<file path="src/rtl/io_panel_ctrl.sv">
// io_panel_ctrl: front-panel controller for nibble-wise address/data entry and one memory transaction.
// The operator cycles CLEAR/WRITE/READ, keys in the address and data pages, then issues a
// req/ready/done handshake. A cycle timeout aborts a stuck transaction and raises a sticky err.
module io_panel_ctrl #(
  parameter int unsigned ADDR_W      = 25,
  parameter int unsigned DATA_W      = 16,
  parameter int unsigned SW_N        = 4,
  parameter int unsigned TIMEOUT_CYC = 1023,
  localparam int unsigned PW    = 4 * SW_N,
  localparam int unsigned NA    = (ADDR_W + PW - 1) / PW,
  localparam int unsigned ND    = (DATA_W + PW - 1) / PW,
  localparam int unsigned STG_W = $clog2(NA + ND + 1)
) (
  input  logic              clk,
  input  logic              rst,
  input  logic              key_mode,
  input  logic              key_step,
  input  logic [SW_N-1:0]   sw,
  input  logic              mem_ready,
  input  logic              mem_done,
  input  logic [DATA_W-1:0] mem_rdata,
  output logic              mem_req,
  output logic              mem_we,
  output logic              mem_clr,
  output logic [ADDR_W-1:0] mem_addr,
  output logic [DATA_W-1:0] mem_wdata,
  output logic [1:0]        mode_out,
  output logic [STG_W-1:0]  stage_out,
  output logic [PW-1:0]     disp_data,
  output logic              io_done,
  output logic              busy,
  output logic              err
);

  // Address/data registers are padded to whole pages; bits above the real width stay zero.
  localparam int unsigned AP     = NA * PW;
  localparam int unsigned DP     = ND * PW;
  localparam int unsigned PG_MAX = (NA > ND) ? NA : ND;
  localparam int unsigned PGW    = (PG_MAX > 1) ? $clog2(PG_MAX) : 1;
  localparam int unsigned TW     = (TIMEOUT_CYC > 1) ? $clog2(TIMEOUT_CYC + 1) : 1;

  localparam logic [AP-1:0] ADDR_MASK = AP'({ADDR_W{1'b1}});
  localparam logic [DP-1:0] DATA_MASK = DP'({DATA_W{1'b1}});

  localparam logic [1:0] MODE_CLEAR = 2'b00;
  localparam logic [1:0] MODE_READ  = 2'b01;
  localparam logic [1:0] MODE_WRITE = 2'b10;
  localparam logic [1:0] MODE_IDLE  = 2'b11;

  typedef enum logic [2:0] {
    S_IDLE, S_SEL, S_ADDR, S_DATA, S_ISSUE, S_WAIT, S_SHOW
  } state_t;

  state_t            stateR, stateNext;
  logic [PGW-1:0]    pageR, pageNext;
  logic [1:0]        modeR, modeNext;
  logic [AP-1:0]     addrR, addrNext;
  logic [DP-1:0]     wdataR, wdataNext;
  logic [DP-1:0]     rdataR, rdataNext;
  logic [TW-1:0]     tmrR, tmrNext;
  logic              errR, errNext;
  logic              prevMode, prevStep;
  logic [SW_N-1:0]   prevSw;

  logic              memReqR, memWeR, memClrR, ioDoneR, busyR;
  logic [STG_W-1:0]  stageR;
  logic [PW-1:0]     dispR;
  logic              memReqNext, memWeNext, memClrNext, ioDoneNext, busyNext;
  logic [STG_W-1:0]  stageNext;
  logic [PW-1:0]     dispNext;

  logic              modeEdge, stepRaw, stepEdge, tmrHit, tmo;
  logic [SW_N-1:0]   swEdge;

  // Rising-edge detection; a mode edge masks a simultaneous step edge.
  assign modeEdge = key_mode & ~prevMode;
  assign stepRaw  = key_step & ~prevStep;
  assign stepEdge = stepRaw & ~modeEdge;
  assign swEdge   = sw & ~prevSw;

  // Timeout fires on the last allowed busy cycle unless mem_done arrives in it.
  assign tmrHit = (TIMEOUT_CYC != 0) && (tmrR == TW'(TIMEOUT_CYC - 1));
  assign tmo    = tmrHit && ((stateR == S_ISSUE) || (stateR == S_WAIT && !mem_done));

  // State, datapath and registered outputs.
  always_ff @(posedge clk) begin
    if (rst) begin
      stateR   <= S_IDLE;
      pageR    <= '0;
      modeR    <= MODE_IDLE;
      addrR    <= '0;
      wdataR   <= '0;
      rdataR   <= '0;
      tmrR     <= '0;
      errR     <= 1'b0;
      prevMode <= 1'b0;
      prevStep <= 1'b0;
      prevSw   <= '0;
      memReqR  <= 1'b0;
      memWeR   <= 1'b0;
      memClrR  <= 1'b0;
      ioDoneR  <= 1'b0;
      busyR    <= 1'b0;
      stageR   <= '0;
      dispR    <= '0;
    end else begin
      stateR   <= stateNext;
      pageR    <= pageNext;
      modeR    <= modeNext;
      addrR    <= addrNext;
      wdataR   <= wdataNext;
      rdataR   <= rdataNext;
      tmrR     <= tmrNext;
      errR     <= errNext;
      prevMode <= key_mode;
      prevStep <= key_step;
      prevSw   <= sw;
      memReqR  <= memReqNext;
      memWeR   <= memWeNext;
      memClrR  <= memClrNext;
      ioDoneR  <= ioDoneNext;
      busyR    <= busyNext;
      stageR   <= stageNext;
      dispR    <= dispNext;
    end
  end

  // Next-state, page, mode, timer and error flag.
  always_comb begin
    stateNext = stateR;
    pageNext  = pageR;
    modeNext  = modeR;
    tmrNext   = (stateR == S_ISSUE || stateR == S_WAIT) ? tmrR + TW'(1) : '0;
    errNext   = tmo ? 1'b1 : ((modeEdge | stepRaw) ? 1'b0 : errR);
    case (stateR)
      S_IDLE: begin
        if (modeEdge) begin
          stateNext = S_SEL;
          modeNext  = MODE_CLEAR;
          pageNext  = '0;
        end
      end
      S_SEL: begin
        if (modeEdge) begin
          case (modeR)
            MODE_CLEAR: modeNext = MODE_WRITE;
            MODE_WRITE: modeNext = MODE_READ;
            default:    modeNext = MODE_CLEAR;
          endcase
        end else if (stepEdge) begin
          pageNext  = '0;
          stateNext = (modeR == MODE_CLEAR) ? S_ISSUE : S_ADDR;
        end
      end
      S_ADDR: begin
        if (modeEdge) begin
          stateNext = S_SEL;
          pageNext  = '0;
        end else if (stepEdge) begin
          if (pageR != PGW'(NA - 1)) begin
            pageNext = pageR + PGW'(1);
          end else begin
            pageNext  = '0;
            stateNext = (modeR == MODE_WRITE) ? S_DATA : S_ISSUE;
          end
        end
      end
      S_DATA: begin
        if (modeEdge) begin
          stateNext = S_SEL;
          pageNext  = '0;
        end else if (stepEdge) begin
          if (pageR != PGW'(ND - 1)) begin
            pageNext = pageR + PGW'(1);
          end else begin
            pageNext  = '0;
            stateNext = S_ISSUE;
          end
        end
      end
      S_ISSUE: begin
        if (tmo)            stateNext = S_SEL;
        else if (mem_ready) stateNext = S_WAIT;
      end
      S_WAIT: begin
        if (mem_done) begin
          pageNext  = '0;
          stateNext = (modeR == MODE_READ) ? S_SHOW : S_SEL;
        end else if (tmo) begin
          stateNext = S_SEL;
        end
      end
      S_SHOW: begin
        if (modeEdge) begin
          stateNext = S_SEL;
          pageNext  = '0;
        end else if (stepEdge) begin
          if (pageR != PGW'(ND - 1)) begin
            pageNext = pageR + PGW'(1);
          end else begin
            pageNext  = '0;
            stateNext = S_SEL;
          end
        end
      end
      default: begin
        stateNext = S_IDLE;
        modeNext  = MODE_IDLE;
        pageNext  = '0;
      end
    endcase
  end

  // Per-nibble increments on the current page; masking makes partial top nibbles wrap.
  always_comb begin
    addrNext  = addrR;
    wdataNext = wdataR;
    rdataNext = rdataR;
    for (int unsigned p = 0; p < NA; p++) begin
      for (int unsigned i = 0; i < SW_N; i++) begin
        if (stateR == S_ADDR && pageR == PGW'(p) && swEdge[i])
          addrNext[p*PW + 4*i +: 4] = addrR[p*PW + 4*i +: 4] + 4'd1;
      end
    end
    for (int unsigned p = 0; p < ND; p++) begin
      for (int unsigned i = 0; i < SW_N; i++) begin
        if (stateR == S_DATA && pageR == PGW'(p) && swEdge[i])
          wdataNext[p*PW + 4*i +: 4] = wdataR[p*PW + 4*i +: 4] + 4'd1;
      end
    end
    addrNext  = addrNext & ADDR_MASK;
    wdataNext = wdataNext & DATA_MASK;
    if (stateR == S_WAIT && mem_done)
      rdataNext = DP'(mem_rdata);
  end

  // Output values derived from next state so the ports come straight from flops.
  always_comb begin
    busyNext   = (stateNext == S_ISSUE) || (stateNext == S_WAIT);
    memReqNext = (stateNext == S_ISSUE);
    memWeNext  = busyNext && (modeNext == MODE_WRITE);
    memClrNext = busyNext && (modeNext == MODE_CLEAR);
    ioDoneNext = (stateR == S_WAIT) && mem_done;
    stageNext  = '0;
    dispNext   = '0;
    case (stateNext)
      S_ADDR: begin
        stageNext = STG_W'(pageNext) + STG_W'(1);
        for (int unsigned p = 0; p < NA; p++)
          if (pageNext == PGW'(p)) dispNext = addrNext[p*PW +: PW];
      end
      S_DATA: begin
        stageNext = STG_W'(pageNext) + STG_W'(NA + 1);
        for (int unsigned p = 0; p < ND; p++)
          if (pageNext == PGW'(p)) dispNext = wdataNext[p*PW +: PW];
      end
      S_SHOW: begin
        stageNext = STG_W'(pageNext) + STG_W'(NA + 1);
        for (int unsigned p = 0; p < ND; p++)
          if (pageNext == PGW'(p)) dispNext = rdataNext[p*PW +: PW];
      end
      default: ;
    endcase
  end

  assign mem_req   = memReqR;
  assign mem_we    = memWeR;
  assign mem_clr   = memClrR;
  assign mem_addr  = addrR[ADDR_W-1:0];
  assign mem_wdata = wdataR[DATA_W-1:0];
  assign mode_out  = modeR;
  assign stage_out = stageR;
  assign disp_data = dispR;
  assign io_done   = ioDoneR;
  assign busy      = busyR;
  assign err       = errR;

endmodule

</file>
<file path="config.mk">
export PLATFORM = sky130hd
export DESIGN_NAME = io_panel_ctrl
export DESIGN_NICKNAME = d
export VERILOG_FILES = /design/src/rtl/io_panel_ctrl.sv
export SDC_FILE = /design/constraint.sdc
export NUM_CORES = 1
export LEC_CHECK = 0
export ABC_AREA = 1
export CAP_MARGIN = 40
export CELL_PAD_IN_SITES_DETAIL_PLACEMENT = 0
export CELL_PAD_IN_SITES_GLOBAL_PLACEMENT = 1
export CORE_ASPECT_RATIO = 1.5
export CORE_UTILIZATION = 25
export DETAILED_ROUTE_END_ITERATION = 8
export PLACE_DENSITY = 0.65
export SETUP_SLACK_MARGIN = 0.3
export SYNTH_ARGS = -nofsm -noshare
export SYNTH_HDL_FRONTEND = slang
export SYNTH_SLANG_ARGS = --single-unit
</file>
<file path="constraint.sdc">
create_clock -name clk -period 4.3 [get_ports clk]
set_clock_uncertainty 0.1 [all_clocks]
set_input_delay 0.86 -clock clk [delete_from_list [all_inputs] [get_ports clk]]
set_output_delay 0.86 -clock clk [all_outputs]
set_load 0.02 [all_outputs]
</file>
* Word-level counts from Yosys, hierarchy flattened
Cells that the tools add are included.
Word-level totals: bits of input ports 26, logic and storage cells 144, register bits 103
Cells by class: multiplexer cells 54, equal/unequal tests 15, bitwise operators 11, add/sub/neg operators 15, reductions and logical operators 31
Operators by type and width (number):
- 16-bit two-way mux | 4
- 3-bit two-way mux | 19
- 16-bit case mux with 3 select lines | 1
- 4-bit by 1-bit adder with 4-bit output, second input constant | 10
- 4-bit two-way mux | 10
- 3-bit case mux with 7 select lines | 1
- 1-bit logical AND | 19
- 3-bit equality test, second input constant | 6
- 1-bit two-way mux | 13
- 3-bit by 2-bit equality test with 1-bit output, second input constant | 4
- 10-bit by 1-bit adder with 10-bit output, second input constant | 1
- 10-bit equality test, second input constant | 1
- 2-bit case mux with 2 select lines | 2
- 1-bit case mux with 6 select lines | 1
- 2-bit case mux with 3 select lines | 1
- 2-bit OR reduction | 3
- 1-bit inverter | 5
- 5-bit OR reduction | 1
- 4-bit bitwise AND | 1
- 2-bit equality test, second input constant | 2
- 2-bit logical NOT | 2
- 2-bit two-way mux | 2
- 4-bit inverter | 1
- 1-bit bitwise AND | 3
- other kinds (10) | 13

* Longest topological paths before layout
Gate-level depths: netlist (run 1).
word-level depth 10, mapped depth 17, mapped depth without buffers 17

* Least setup slack after synthesis (run 1)
No wires, ideal clock.
path type input -> register, start point input port key_step, end point register dispR[0], in the netlist disp_data[0], arrival 2299 ps, path slack 1788 ps, stages 15, data required time 4088 ps, path through inv_1 > nor2_1 > nand2_1 > ha_1 > nor2_1 > nand2_1 > nand2_1 > inv_1 > nand2_1 > nand2_2 > inv_2 > buf_2 > o21ai_0 > nand2_1 > nand2_1
On the way: word-level cells in the longest chain between the ends 7
RTL lines:
- from (decl) | RTL line 17 | input logic key_step,
- 1-bit bitwise AND (*) | RTL line 77 | assign stepRaw = key_step & ~prevStep;
- 1-bit bitwise AND (*) | RTL line 78 | assign stepEdge = stepRaw & ~modeEdge;
- 3-bit two-way mux (tied with other cells) | RTL line 197 | end else if (stepEdge) begin
- 3-bit two-way mux (tied with other cells) | RTL line 194 | if (modeEdge) begin
- 3-bit case mux with 7 select lines / 1-bit case mux with 6 select lines (equally long branches) | RTL line 135 | case (stateR)
- 3-bit equality test (tied with other cells) | RTL line 246 | case (stateNext)
- 16-bit case mux with 3 select lines (*) | RTL line 246
- to (signal assigned) | RTL line 124 | dispR <= dispNext;
- to (decl) | RTL line 67 | logic [PW-1:0] dispR;
Mark *: on every way between the ends. The rest lies on a longest branch, timed or not. A chain may end at the register's enable or synchronous reset.

* Worst setup path after layout (run 1)
start point input port key_mode, end point register dispR[9], in the netlist disp_data[9]
On the way: word-level cells in the longest chain between the ends 8
RTL lines:
- from (decl) | RTL line 16 | input logic key_mode,
- 1-bit bitwise AND (*) | RTL line 76 | assign modeEdge = key_mode & ~prevMode;
- 1-bit inverter | RTL line 78
- 1-bit bitwise AND | RTL line 78
- 3-bit two-way mux (tied with other cells) | RTL line 197
- 3-bit two-way mux (tied with other cells) | RTL line 194
- 3-bit case mux with 7 select lines / 1-bit case mux with 6 select lines (equally long branches) | RTL line 135
- 3-bit equality test (tied with other cells) | RTL line 246
- 16-bit case mux with 3 select lines (*) | RTL line 246
Marked as above.

==> results.cfg, run 1 <==
[die]
start_util = 0.257
rows = 62
ios = 93
fp.dieH_microns = 174
die-area_sq_um = 20300
design.core.area_sq_um = 19200
die_width_microns = 117

[yosys]
synth_common_cells = nand2_1, nor2_1, dfxtp_1
synth_area_sq_um = 4940
synth-async-reset-ratio = 0
synth_edf_count = 0
synth_top_cell_by_area = dfxtp_1
synth_ff_type = dfxtp_1
syn_inst = 656
ys_ff_latch = 103
synth_cell_types = 40
synth_area_per_cell_sq_um = 7.53
syn_nets = 697
ys_warn_count = 0
ys_seq_area_frac = 0.418
synthTopCellsByArea = dfxtp_1, nand2_1, nor2_1
synth.most_common_cell = nand2_1
synth_top_area_frac = 0.418

[sta]
finalSetupTns_ns = 0
relSlewSlack = 0.663
hold_viol = 0
setup_viol = 0
fin_hold_ws_ns = 0.366
tightestPinTransition_ns = 0.504
finalMaxSlewViolations = 0
post-route-min-period_ns = 3.10
fmax_ghz = 0.322
period_share = 0.721
grt_setup_unrepaired = false

[clock_network]
post-cts-setup-buffers = 0
cts_root_buf = clkbuf_16
cts_max_level = 3
clk_path_buf_depth = 2
postCtsHoldBufs = 0
clock_sinks = 103
cts_tree = built
path_clk_slew_ns = 0.07
ctsResizeCount = 0
insertion_delay_ns = 0.36
numCtsBuffers = 9

[power_and_ir_drop]
leakage_nw = 2.67
p_switching_mw = 0.488
switching_share = 0.249
p_per_area_nw_per_um2 = 305
p_seq_frac = 0.495
peakVddDrop_mv = 0.176
power.internal_mw = 1.47
clockPowerShare = 0.441
p_comb_frac = 0.065

[grt]
grt_pass1_vias = 4441
antenna_found_initial = 0
grt_usage = 0.149
grt_pass1_wl_mm = 22.5
grt_max_degree = 39
overflow = 0

[placed_design]
dp_hpwl_mm = 10.9
routabilityCongestion = 0.876
port_buffers = 92

[route]
routed_via_density = 4.25
routed_wl_mm = 14.1
num_vias = 4285
remaining_drc_errors = 0
ant_nets = 0
firstDrtPassIters = 4
dr.first_iter.drc_count = 146
wl_per_cell_microns = 14.0

[run_status]
outcome = finished clean

[setup_path]
start_kind = input pin
critPathLaunch = key_mode
cp.required_ns = 4.48
critical_path.max_fanout = 18
end_kind = flop
crit_arrival_ns = 3.28
critPathKind = input pin to flop
r2r_start = prevMode$_SDFF_PP0_

[run]
drv_cap = 0

[finish]
diodes = 0
layout.nets = 788
drive_gt1_frac = 0.0838
areaGrowthSynthToFinish_pct = 30.2
fillerInstances = 2177

[hold_path]
hp-start = tmrR[0]$_SDFF_PP0_
hold_path.class = flop to flop
## layout by cell type, fill, tap and decap left out, types with 2 or more instances in the layout
cell type / instances
nor2_2: 4
nand2_2: 3
xnor2_1: 6
o21ai_1: 13
nand2_1: 127
inv_1: 65
o21bai_1: 2
or2_2: 12
dfxtp_1: 103
a21oi_1: 18
nand3_2: 4
clkbuf_16: 9
nand2_4: 2
o21ai_0: 27
clkinv_4: 2
mux2i_1: 16
o21a_1: 4
buf_4: 2
clkdlybuf4s50_1: 91
nor2_8: 3
nor2_4: 4
ha_1: 15
inv_2: 8
or2_0: 7
nor3_1: 3
nor2_1: 116
inv_8: 2
xor2_1: 24
nand3_1: 44
## worst max-delay path, stage by stage
cell and delay, ns:
clkdlybuf4s50_1 0.43, nand2_1 0.34, nand2_1 0.17, ha_1 0.23, inv_1 0.06, nand2_1 0.04, nand2_1 0.08, nand3_1 0.07
nand2_1 0.06, nand2_1 0.06, nand2_2 0.07, inv_2 0.13, nor2_2 0.40, inv_1 0.13, a21oi_1 0.15
## area by class of cell
cell class | instances | area [sq um] | area share
timing repair buffer | 95 | 951 | 0.148
sequential | 103 | 2060 | 0.321
clock buffer | 10 | 229 | 0.0356
clock inverter | 6 | 77.6 | 0.0121
tap | 256 | 320 | 0.0498
multi-input combinational | 464 | 2510 | 0.391
inverter | 74 | 278 | 0.0432
## power groups by stage
stage / sequential (mW) / combinational (mW) / clock [mW]
after floorplan: 0.994 / 0.0689 / 0
after global placement: 0.992 / 0.127 / 0
after detailed placement: 0.992 / 0.129 / 0
after CTS: 0.969 / 0.130 / 0.889
after global routing: 0.970 / 0.141 / 0.936
final: 0.969 / 0.127 / 0.864
## metal layers
metal	wire, microns	GRT usage
met3	470	0.0307
met4	223	0.0459
met2	7740	0.284
met5	0	0
met1	5680	0.157
## flip-flops by register name (all words and copies together) (netlist names), 2 cells and up
signal,cells
addrR,25
disp_data,16
mem_wdata,16
rdataR,16
tmrR,10
prevSw,4
stateR,3
mode_out,2
stage_out,2
## stage by stage
| step | cells | total power, mW | utilization | area (sq um) | worst slack (ns) |
|---|---|---|---|---|---|
| 6_report | 1008 | 1.96 | 0.334 | 6430 | 1.20 |
| 3_5_place_dp | 992 | 1.12 | 0.318 | 6120 | 0.819 |
| 5_1_grt | 1008 | 2.05 | 0.334 | 6430 | 0.907 |
| 4_1_cts | 1008 | 1.99 | 0.334 | 6430 | 1.18 |
| 2_1_floorplan | 656 | 1.06 | - | 4940 | 1.79 |
| 3_3_place_gp | 991 | 1.12 | 0.317 | 6100 | 0.858 |
## logic make-up after synthesis
kind of cell / Yosys count / share of synthesized area
DFF: 103 / 0.418
AOI/OAI and AO/OA: 67 / 0.0742
adders and majority gates: 15 / 0.0380
and+or+nand+nor: 336 / 0.311
xor gates and xnor gates: 30 / 0.0532
muxes: 16 / 0.0324
buffers and inverters: 89 / 0.0737
## final timing paths
path,cells past startpoint,slack [ns],end
worst max register to register,15,1.79,disp_data[9]$_SDFF_PP0_
worst max-delay path,15,1.20,disp_data[9]$_SDFF_PP0_
worst min register to register,1,0.37,tmrR[0]$_SDFF_PP0_
worst min-delay path,1,0.37,tmrR[0]$_SDFF_PP0_
Power figures use the tool's default switching activity.
==> run 2: changes to the inputs <==
Clock period 4.3 ns to 3.2 ns, I/O delays scaled along.
==> run 2 against run 1 <==
Critical path depth decreased by 3. Global-route usage is 0.066 points higher. Flip-flop and latch count is the same. Power rose by 30%. First-iteration DRC count grew 5.5%. Sequential power is 34% higher. Worst setup slack worse by 0.59 ns. Combinational power up 35%. Register-to-register slack worse by 0.92 ns. Critical path type unchanged. Highest routed layer unchanged.
==> results.cfg, run 2 (synthesis results as in run 1) <==
[grt]
antenna_found_initial = 0
overflow = 0
grt_max_degree = 28
grt_usage = 0.149
grt_pass1_wl_mm = 22.4
grt_pass1_vias = 4404

[route]
routed_wl_mm = 14.4
num_vias = 4372
wl_per_cell_microns = 14.1
firstDrtPassIters = 4
remaining_drc_errors = 0
routed_via_density = 4.30
ant_nets = 0
dr.first_iter.drc_count = 154

[power_and_ir_drop]
p_comb_frac = 0.067
peakVddDrop_mv = 0.180
leakage_nw = 2.70
switching_share = 0.258
clockPowerShare = 0.423
power.internal_mw = 1.89
p_switching_mw = 0.657
p_seq_frac = 0.510
p_per_area_nw_per_um2 = 395

[clock_network]
post-cts-setup-buffers = 0
clk_path_buf_depth = 2
ctsResizeCount = 0
postCtsHoldBufs = 0
cts_tree = built
cts_root_buf = clkbuf_16
numCtsBuffers = 9
path_clk_slew_ns = 0.07
insertion_delay_ns = 0.37
clock_sinks = 103
cts_max_level = 3

[setup_path]
path_cells = clkdlybuf4s50_1, inv_1, nor2_1, buf_4, nand3_1, inv_1, nand2_1, o21ai_0, nor2_4, nor2_2, nand2_1, nor2_1
reg2reg_to = disp_data[9]$_SDFF_PP0_
critPathKind = input pin to flop
critPathTopFamily = simple AND/OR/NAND/NOR gates
r2r_start = stateR[0]$_SDFF_PP0_
start_kind = input pin
cp.required_ns = 3.37
reg2regPathDepth = 10
crit_arrival_ns = 2.75
slowest_stage = clkdlybuf4s50_1
end_kind = flop
crit_path_max_incr_delay_ns = 0.45
crit_buf_inv = 4
critical_path.max_fanout = 7
ff2ff_setup_slack_ns = 0.87

[sta]
hold_viol = 0
grt_setup_unrepaired = false
finalMaxSlewViolations = 0
period_share = 0.809
tightestPinTransition_ns = 0.536
relSlewSlack = 0.643
fmax_ghz = 0.386
setup_viol = 0
fin_hold_ws_ns = 0.366
finalSetupTns_ns = 0
post-route-min-period_ns = 2.59

[finish]
mostFrequentLayoutCells = nand2_1, nor2_1, dfxtp_1
seq_area_sq_um = 2060
final_common_cell = nand2_1
final_util = 0.336
multi_input_area_sq_um = 2510
top_register = addrR
areaGrowthSynthToFinish_pct = 30.8
fillerInstances = 2141
diodes = 0
largest_reg_flops = 25
layout.nets = 797
drive_gt1_frac = 0.0959

[die]
ios = 93
die_width_microns = 117
fp.dieH_microns = 174
die-area_sq_um = 20300
design.core.area_sq_um = 19200
rows = 62
start_util = 0.257

[placed_design]
port_buffers = 92
routabilityCongestion = 0.896
dp_hpwl_mm = 11.3

[hold_path]
holdPathStages = 1
holdPathEnd = tmrR[0]$_SDFF_PP0_
hold_path.class = flop to flop
hp-start = tmrR[0]$_SDFF_PP0_

[run]
drv_cap = 0

[run_status]
outcome = finished clean
## run 2: worst max path at each step
stage / from / to / slack (ns) / cells after the start
2_1_floorplan: key_step / disp_data[0]$_SDFF_PP0_ / 0.91 / 15
3_3_place_gp: key_step / mem_req$_SDFF_PP0_ / 0.22 / 12
3_5_place_dp: key_mode / disp_data[4]$_SDFF_PP0_ / 0.24 / 16
4_1_cts: key_step / mem_req$_SDFF_PP0_ / 0.61 / 12
5_1_grt: key_step / disp_data[8]$_SDFF_PP0_ / 0.38 / 16
6_report: key_step / mem_req$_SDFF_PP0_ / 0.61 / 12
## run 2: routing by layer
| metal | up-vias | track usage | part of all wire |
|---|---|---|---|
| li1 | 2261 | - | - |
| met1 | 1993 | 0.150 | 0.38 |
| met2 | 92 | 0.280 | 0.54 |
| met3 | 26 | 0.0377 | 0.048 |
| met4 | 0 | 0.0675 | 0.029 |
| met5 | - | 0 | 0 |
## run 2: per-stage QoR
step | std cells | total power [mW] | cell area [sq um] | setup WS (ns)
2_1_floorplan | 656 | 1.43 | 4940 | 0.908
3_3_place_gp | 1001 | 1.51 | 6180 | 0.218
3_5_place_dp | 1001 | 1.51 | 6180 | 0.236
4_1_cts | 1017 | 2.59 | 6460 | 0.610
5_1_grt | 1017 | 2.66 | 6460 | 0.380
6_report | 1017 | 2.55 | 6460 | 0.611
## run 2: layout make-up
type / instances / share of cell area
inverter: 74 / 0.0430
timing repair buffer: 104 / 0.156
clock inverter: 7 / 0.00852
multi-input combinational: 464 / 0.389
sequential: 103 / 0.319
tap: 256 / 0.0496
clock buffer: 9 / 0.0349
## run 2: power by group through the flow
stage	combinational (mW)	clock [mW]	sequential, mW
after floorplan	0.0926	0	1.34
after global placement	0.174	0	1.33
after detailed placement	0.173	0	1.33
after CTS	0.174	1.11	1.30
after global routing	0.189	1.17	1.30
final	0.171	1.08	1.30
==> run 3: changes to the inputs <==
Clock period 3.2 ns to 2.5 ns, I/O delays scaled along.
==> run 3 against run 2 <==
Cell area grew 7.0%. Worst setup slack lost 0.16 ns. Flip-flop and latch count is the same. Sequential power grew 28%. Via count grew 2.3%. Wire length shrank 0.12%. First-iteration DRC count grew 8.4%. Cell count grew 3.8%. Largest power group unchanged. Critical path depth grew 4. Critical endpoint is now disp_data[5]$_SDFF_PP0_. Power grew 29%. Global-route usage grew 0.29 points. Clock power grew 27%.
==> results.cfg, run 3 (synthesis results as in run 1) <==
[setup_path]
r2r_start = stateR[2]$_SDFF_PP0_
critical_path.max_fanout = 5
crit_path_max_incr_delay_ns = 0.23
cp.required_ns = 2.70
start_kind = input pin
reg2reg_to = disp_data[10]$_SDFF_PP0_
ff2ff_setup_slack_ns = 0.47
path_cells = dlygate4sd2_1, inv_2, nor2_4, buf_4, nand2_1, nand2_1, nand2_1, nand3_2, nor2_4, nand2_4, buf_4, nor2_8, nand2_4, nor2_8, nand2_1, nand2_1
reg2regPathDepth = 12
end_kind = flop
critPathKind = input pin to flop
endpoint = disp_data[5]$_SDFF_PP0_
cpMostUsedCell = nand2_1
critPathLaunch = key_step
slowest_stage = dlygate4sd2_1
crit_arrival_ns = 2.25

[clock_network]
cts_root_buf = clkbuf_16
insertion_delay_ns = 0.35
cts_tree = built
clock_sinks = 103
cts_max_level = 3
clk_path_buf_depth = 2
numCtsBuffers = 9
path_clk_slew_ns = 0.07

[finish]
top_register = addrR
mostFrequentLayoutCells = nand2_1, nor2_1, dfxtp_1
diodes = 0
fillerInstances = 2112
final_common_cell = nand2_1
final_cell_area_sq_um = 6910
largest_reg_flops = 25
drive_gt1_frac = 0.173
layout.nets = 837
final_util = 0.359
areaGrowthSynthToFinish_pct = 39.9

[placed_design]
dp_hpwl_mm = 11.2
placed_cell_area_sq_um = 6510
port_buffers = 92
routabilityCongestion = 0.850

[route]
ant_nets = 0
firstDrtPassIters = 4
num_vias = 4473
routed_via_density = 4.24
routed_wl_mm = 14.4
remaining_drc_errors = 0
wl_per_cell_microns = 13.6
dr.first_iter.drc_count = 167

[power_and_ir_drop]
peakVddDrop_mv = 0.269
leakage_nw = 2.92
p_per_area_nw_per_um2 = 478

[grt]
grt_max_degree = 64
grt_usage = 0.152
antenna_found_initial = 0
grt_pass1_wl_mm = 23.4
grt_pass1_vias = 4637
overflow = 0

[die]
die-area_sq_um = 20300
fp.dieH_microns = 174
rows = 62
die_width_microns = 117
design.core.area_sq_um = 19200
start_util = 0.257
ios = 93

[sta]
relSlewSlack = 0.695
finalMaxSlewViolations = 0
period_share = 0.820
fin_hold_ws_ns = 0.334
finalSetupTns_ns = 0
hold_viol = 0
fmax_ghz = 0.488
grt_setup_unrepaired = false
post-route-min-period_ns = 2.05
setup_viol = 0
tightestPinTransition_ns = 0.453

[run]
drv_cap = 0

[run_status]
outcome = finished clean

[hold_path]
hold_path.class = flop to flop
==> run 3: cell types whose count changed in the layout (fill, tap and decap cells not counted), moves of 4 or more <==
cell,previous run,this run
a21oi_1,18,14
a21oi_2,0,4
buf_12,0,4
buf_4,12,45
dfxtp_1,103,97
dfxtp_2,0,4
inv_1,65,61
nand2_1,127,123
nor2_1,116,111
==> run 3: worst min-delay path by stage <==
stage	start	to	slack, ns	cells past startpoint
2_1_floorplan	tmrR[0]$_SDFF_PP0_	tmrR[0]$_SDFF_PP0_	0.33	1
3_3_place_gp	tmrR[0]$_SDFF_PP0_	tmrR[0]$_SDFF_PP0_	0.35	1
3_5_place_dp	tmrR[0]$_SDFF_PP0_	tmrR[0]$_SDFF_PP0_	0.36	1
4_1_cts	tmrR[0]$_SDFF_PP0_	tmrR[0]$_SDFF_PP0_	0.38	1
5_1_grt	tmrR[0]$_SDFF_PP0_	tmrR[0]$_SDFF_PP0_	0.36	1
6_report	tmrR[0]$_SDFF_PP0_	tmrR[0]$_SDFF_PP0_	0.33	1
==> run 3: critical path: cells and delay by family <==
family	cells	cell delay (ns)
and+or+nand+nor	12	1.12
buffers and inverters	4	0.60
==> run 3: per-stage QoR <==
| step | setup slack, ns | instances | total power [mW] |
|---|---|---|---|
| after detailed placement | -0.316 | 1038 | 1.97 |
| after global routing | 0.301 | 1056 | 3.45 |
| final | 0.451 | 1056 | 3.30 |
| after floorplan | 0.348 | 656 | 1.83 |
| after global placement | -0.288 | 1038 | 1.97 |
| after CTS | 0.288 | 1055 | 3.36 |
==> run 3: power by group <==
part	internal, mW	switching (mW)	leakage, nW
sequential	1.65	0.0150	0.835
combinational	0.125	0.146	1.95
clock	0.687	0.679	0.130
total	2.46	0.840	2.92
==> run 3: layout make-up <==
type | count | area (sq um) | share of cell area
Inverter | 74 | 283 | 0.0409
Clock buffer | 9 | 225 | 0.0326
Tap cell | 256 | 320 | 0.0464
Sequential cell | 103 | 2070 | 0.300
Multi-Input combinational cell | 465 | 2600 | 0.376
Clock inverter | 6 | 52.6 | 0.00760
Timing Repair Buffer | 143 | 1360 | 0.196
==> run 3: routing by layer <==
layer  share of wire  track usage
met3           0.039       0.0300
met1            0.40        0.160
met4           0.024       0.0649
met2            0.54        0.285
met5               0            0
==> run 3: repair_timing <==
action | 4_1_cts | 5_1_grt
pin swaps | 12 | 3
hold buffers | 0 | 0
buffers inserted | 2 | 0
gates resized for setup | 23 | 16
cloned | 0 | 1
setup endpoints to repair | 17 | 17
